$ cat src/rtl/mul_pkg.sv
// Shared types and constants for the sequential add-and-accumulate multiplier.
package mul_pkg;

   localparam int unsigned MUL_WIDTH_DEF = 16;

   // Controller states: capture A, capture B, accumulate, then hold the result.
   typedef enum logic [2:0] {
      StIdle,
      StLoadA,
      StLoadB,
      StCalc,
      StDone
   } mul_state_e;

endpackage

$ cat src/rtl/mul_dp.sv
// Multiplier datapath: A operand register, B down-counter, P accumulator and B==0 detect.
// Optional carry-out tracking is built only when MUL_OVF_DETECT_EN is defined.
module mul_dp
   import mul_pkg::*;
#(
   parameter int unsigned WIDTH = MUL_WIDTH_DEF
) (
   input  logic             clk_i,
   input  logic             rst_i,
   input  logic [WIDTH-1:0] data_i,
   input  logic             ld_a_i,
   input  logic             ld_b_i,
   input  logic             clr_p_i,
   input  logic             ld_p_i,
   input  logic             dec_b_i,
   output logic             eqz_o,
`ifdef MUL_OVF_DETECT_EN
   output logic             ovf_o,
`endif
   output logic [WIDTH-1:0] product_o
);

   localparam logic [WIDTH-1:0] OneW = WIDTH'(1);

   logic [WIDTH-1:0] a_q, a_d;
   logic [WIDTH-1:0] b_q, b_d;
   logic [WIDTH-1:0] p_q, p_d;
   logic [WIDTH-1:0] p_sum;

`ifdef MUL_OVF_DETECT_EN
   logic             ovf_q, ovf_d;
   logic [WIDTH:0]   sum_wide;
   logic             carry;

   // Widened add so the carry out of the top bit is visible.
   assign sum_wide = {1'b0, p_q} + {1'b0, a_q};
   assign p_sum    = sum_wide[WIDTH-1:0];
   assign carry    = sum_wide[WIDTH];
   assign ovf_o    = ovf_q;
`else
   // Product wraps modulo 2^WIDTH; the carry is discarded.
   assign p_sum = p_q + a_q;
`endif

   assign eqz_o     = (b_q == '0);
   assign product_o = p_q;

   // Next-state selection for the operand, counter and accumulator registers.
   always_comb begin
      a_d = a_q;
      b_d = b_q;
      p_d = p_q;
      if (ld_a_i) a_d = data_i;
      if (ld_b_i) begin
         b_d = data_i;
      end else if (dec_b_i) begin
         b_d = b_q - OneW;
      end
      if (clr_p_i) begin
         p_d = '0;
      end else if (ld_p_i) begin
         p_d = p_sum;
      end
   end

`ifdef MUL_OVF_DETECT_EN
   // Overflow is sticky across the accumulation and cleared with P.
   always_comb begin
      ovf_d = ovf_q;
      if (clr_p_i) begin
         ovf_d = 1'b0;
      end else if (ld_p_i && carry) begin
         ovf_d = 1'b1;
      end
   end

   // Overflow flag register with synchronous reset.
   always_ff @(posedge clk_i) begin
      if (rst_i) ovf_q <= 1'b0;
      else       ovf_q <= ovf_d;
   end
`endif

   // Datapath registers with synchronous reset.
   always_ff @(posedge clk_i) begin
      if (rst_i) begin
         a_q <= '0;
         b_q <= '0;
         p_q <= '0;
      end else begin
         a_q <= a_d;
         b_q <= b_d;
         p_q <= p_d;
      end
   end

endmodule

$ cat src/rtl/seq_add_multiplier.sv
// Sequential unsigned multiplier: controller FSM around mul_dp, product formed by repeated
// addition of A while B counts down. Defining MUL_OVF_DETECT_EN adds a sticky ovf output.
module seq_add_multiplier
   import mul_pkg::*;
#(
   parameter int unsigned WIDTH = MUL_WIDTH_DEF
) (
   input  logic             clk,
   input  logic             rst,
   input  logic             start,
   input  logic [WIDTH-1:0] data_in,
   output logic             done,
`ifdef MUL_OVF_DETECT_EN
   output logic             ovf,
`endif
   output logic [WIDTH-1:0] product
);

   mul_state_e state_q, state_d;

   logic ld_a;
   logic ld_b;
   logic clr_p;
   logic ld_p;
   logic dec_b;
   logic eqz;

   // State register; reset aborts any operation in progress.
   always_ff @(posedge clk) begin
      if (rst) state_q <= StIdle;
      else     state_q <= state_d;
   end

   // Next state and datapath controls, decoded from the registered state only.
   always_comb begin
      state_d = state_q;
      ld_a    = 1'b0;
      ld_b    = 1'b0;
      clr_p   = 1'b0;
      ld_p    = 1'b0;
      dec_b   = 1'b0;
      unique case (state_q)
         StIdle: begin
            if (start) state_d = StLoadA;
         end
         StLoadA: begin
            ld_a    = 1'b1;
            state_d = StLoadB;
         end
         StLoadB: begin
            ld_b    = 1'b1;
            clr_p   = 1'b1;
            state_d = StCalc;
         end
         StCalc: begin
            if (eqz) begin
               state_d = StDone;
            end else begin
               ld_p  = 1'b1;
               dec_b = 1'b1;
            end
         end
         StDone: begin
            // No automatic restart: start must drop before a new operation.
            if (!start) state_d = StIdle;
         end
         default: state_d = StIdle;
      endcase
   end

   assign done = (state_q == StDone);

   mul_dp #(
      .WIDTH (WIDTH)
   ) u_dp (
      .clk_i     (clk),
      .rst_i     (rst),
      .data_i    (data_in),
      .ld_a_i    (ld_a),
      .ld_b_i    (ld_b),
      .clr_p_i   (clr_p),
      .ld_p_i    (ld_p),
      .dec_b_i   (dec_b),
      .eqz_o     (eqz),
`ifdef MUL_OVF_DETECT_EN
      .ovf_o     (ovf),
`endif
      .product_o (product)
   );

endmodule

$ cat config.mk
export PLATFORM = sky130hd
export DESIGN_NAME = seq_add_multiplier
export DESIGN_NICKNAME = d
export VERILOG_FILES = /design/src/rtl/mul_pkg.sv /design/src/rtl/mul_dp.sv /design/src/rtl/seq_add_multiplier.sv
export SDC_FILE = /design/constraint.sdc
export NUM_CORES = 1
export LEC_CHECK = 0
export CAP_MARGIN = 10
export CORE_MARGIN = 1.5
export CORE_UTILIZATION = 40
export CTS_BUF_LIST = sky130_fd_sc_hd__clkbuf_16
export DETAILED_ROUTE_END_ITERATION = 7
export GPL_TIMING_DRIVEN = 0
export PLACE_DENSITY = 0.57
export SYNTH_ARGS = -nofsm -noshare
export SYNTH_HDL_FRONTEND = slang
export SYNTH_SLANG_ARGS = --single-unit
$ cat constraint.sdc
create_clock -name clk -period 3.3 [get_ports clk]
set_clock_uncertainty 0.05 [all_clocks]
set_input_delay 0.825 -clock clk [delete_from_list [all_inputs] [get_ports clk]]
set_output_delay 0.825 -clock clk [all_outputs]
set_load 0.1 [all_outputs]
==> flow_summary.json <==
{
  "status": "complete, no violations",
  "initial_core_util_pct": 41.83,
  "pwr-share-seq_pct": 42.2,
  "numCtsBuffers": 5,
  "min_path_type": "reg -> reg",
  "via_per_inst": 5.557,
  "dpl_cell_area_um2": 3354,
  "ys.flop_type": "dfxtp_1",
  "period_minus_slack_ns": 3.074,
  "drv_cap": 0,
  "path_clk_slew_ns": 0.07,
  "yosys_register_bits": 51,
  "setup_viol": 0,
  "grt_pass1_vias": 2598,
  "syn_nets": 405,
  "timing.reg2reg.worst_path_depth": 7,
  "crit_path_start_kind": "flip-flop",
  "p_int_uw": 1105,
  "seqCellArea_um2": 1021,
  "combPwrFrac_pct": 28.3,
  "yosysMostFrequentCell": "nand2_1",
  "ys_warn_count": 0,
  "routed_wl_um": 7940,
  "antenna_found_initial": 0,
  "leakagePower_uw": 0.001294,
  "die_y_um": 87.99,
  "nNetsFinal": 445,
  "clock_path_buffers": 2,
  "netlist_top_cells_area": "dfxtp_1 (35%), a21oi_1 (9.2%), nand2_1 (7.0%)",
  "ys_types": 50,
  "grt_overflow_total": 0,
  "ys_seq_area_share_pct": 35.34,
  "switchingPower_uw": 593.5,
  "cts_tree": "built",
  "ios": 36,
  "r2r-start": "u_dp.b_q[7]",
  "synth_cells": 369,
  "hpwl_um": 5843,
  "ys_top_cells_by_count": "nand2_1 (54), a21oi_1 (53), dfxtp_1 (51)",
  "finalCritPeriodShare_pct": 93.14,
  "areaGrowthSynthToFinish_pct": 21.00,
  "drt-initial-drc-count": 137,
  "grt_setup_unrepaired": "false",
  "setup_slack_ns": 0.2264,
  "fillCellCount": 712,
  "finalHoldViolations": 0,
  "ir_drop_uv": 279.8,
  "avgSynthCellArea_um2": 7.829,
  "required_ns": 3.42,
  "drv_slew": 0,
  "worstPathArrival_ns": 3.19,
  "yosysTopAreaCell": "dfxtp_1",
  "wl_per_cell_um": 15.69,
  "hold_depth": 2,
  "rrSetupSlack_ns": 0.23,
  "die_area_um2": 7741,
  "worstSetupPathType": "reg -> reg",
  "synth_edf_count": 0,
  "holdPathEnd": "u_dp.a_q[9]",
  "p_per_area_nw_per_um2": 485.8,
  "clock-sinks": 51,
  "drive_gt1_share_pct": 3.415,
  "core.rowCount": 30,
  "fmax_ghz": 0.3254,
  "power.total_uw": 1698,
  "setup_tns_ns": 0,
  "min-delay-start": "u_dp.a_q[9]",
  "diodes": 0,
  "io_buffer_count": 34,
  "multiInputGateArea_um2": 1770,
  "slew_headroom_pct": 32.22,
  "r2r-end": "u_dp.product_o[15]",
  "worst_setup_path_end_kind": "flip-flop",
  "postRouteAntennaNets": 0,
  "place_ws_ns": 0.05916,
  "grt_pass1_wl_um": 12830,
  "cts_setup_buffers": 0,
  "insertion_delay_ns": 0.29,
  "final_area_um2": 3496,
  "htree_num_levels": 2,
  "switching_share_pct": 34.94,
  "die-width_um": 87.99,
  "globalplace.congestion": 0.8179,
  "synth-async-reset-ratio_pct": 0,
  "firstDrtPassIters": 4,
  "cp_max_fo": 10,
  "drc": 0,
  "grt_max_degree": 15,
  "cts_root_buf": "clkbuf_16",
  "coreArea_um2": 6907,
  "grt.total_usage_pct": 21.40,
  "vias": 2812,
  "final_util_pct": 50.62,
  "synth_top_area_share_pct": 35.34,
  "worstMarginPinSlew_ns": 1.015,
  "synthesis.area_um2": 2889,
  "clock_power_share_pct": 29.5
}
==> area by class of cell <==
class	instances	share of cell area, %
Sequential cell	51	29.21
Multi-Input combinational cell	289	50.64
Clock buffer	5	3.579
Clock inverter	3	0.3579
Inverter	8	0.8590
Tap cell	96	3.436
Buffer	20	2.183
Timing Repair Buffer	34	9.735
==> timing repair <==
item	in CTS	in global routing
resized for setup	0	3
hold buffers	0	0
setup endpoints to repair	0	24
==> power by group through the flow <==
stage	Clock (µW)	Combinational, µW	Sequential, µW
floorplan	0	294	773
global placement	0	470	727
detailed placement	0	473	727
CTS	509	475	714
global route	530	527	723
finish	501	481	716
==> registers in the layout, indices dropped and copies added, names as in the netlist <==
signal          count
state_q             3
u_dp.product_o     16
u_dp.b_q           16
u_dp.a_q           16
==> cells in the final DEF (no fill, tap or decap), drive strengths merged, types with 4 or more instances in the layout <==
cell / instances
ha: 16
nand3b: 4
o21ai: 19
nor4: 7
a21o: 5
nor2: 25
nor3: 11
a211oi: 6
xor2: 6
nor3b: 5
clkbuf: 24
inv: 10
clkdlybuf4s50: 34
nand2: 54
xnor2: 5
dfxtp: 51
nand3: 17
o311ai: 4
a21oi: 53
a31oi: 5
==> per-stage QoR <==
stage,hold slack [ns],instances
finish,0.4116,506
global route,0.4341,506
global placement,0.4023,499
detailed placement,0.4065,499
floorplan,0.3900,369
CTS,0.4155,507
==> worst max-delay path: stages, from the launching register on <==
cell,delay [ns]
dfxtp_1,0.35
or3_1,0.39
clkbuf_1,0.17
or4_4,0.54
o31ai_4,0.48
nor3_1,0.13
a311o_1,0.33
or4b_1,0.51
==> metal layers <==
layer	global-route usage (%)	part of all wire, %
met1	30.68	51
met2	33.59	44
met3	2.922	4.3
met4	5.772	1.0
met5	0	0
==> worst max path at each step <==
stage                             from            endpoint  slack [ns]  depth (start not counted)
finish                     u_dp.b_q[7]  u_dp.product_o[15]        0.23                          7
global route               u_dp.b_q[7]  u_dp.product_o[15]        0.07                          7
CTS                        u_dp.b_q[2]   u_dp.product_o[5]        0.03                          7
detailed placement         u_dp.b_q[2]   u_dp.product_o[4]        0.06                          7
global placement           u_dp.b_q[2]   u_dp.product_o[6]         0.1                          7
floorplan           u_dp.product_o[10]  u_dp.product_o[15]        0.29                          8
==> cells by family (layout without fill, tap and decap cells) <==
logic type                 Yosys count  count (layout)  synth area share (%)
AOI/OAI and AO/OA                  119             119                 26.16
xor gates and xnor gates            11              11                 3.335
and+or+nand+nor                    142             142                 23.78
DFF                                 51              51                 35.34
adders and majority gates           17              17                 7.622
buffers and inverters               29              70                 3.768
No activity file was read; power rests on OpenSTA's default activity.
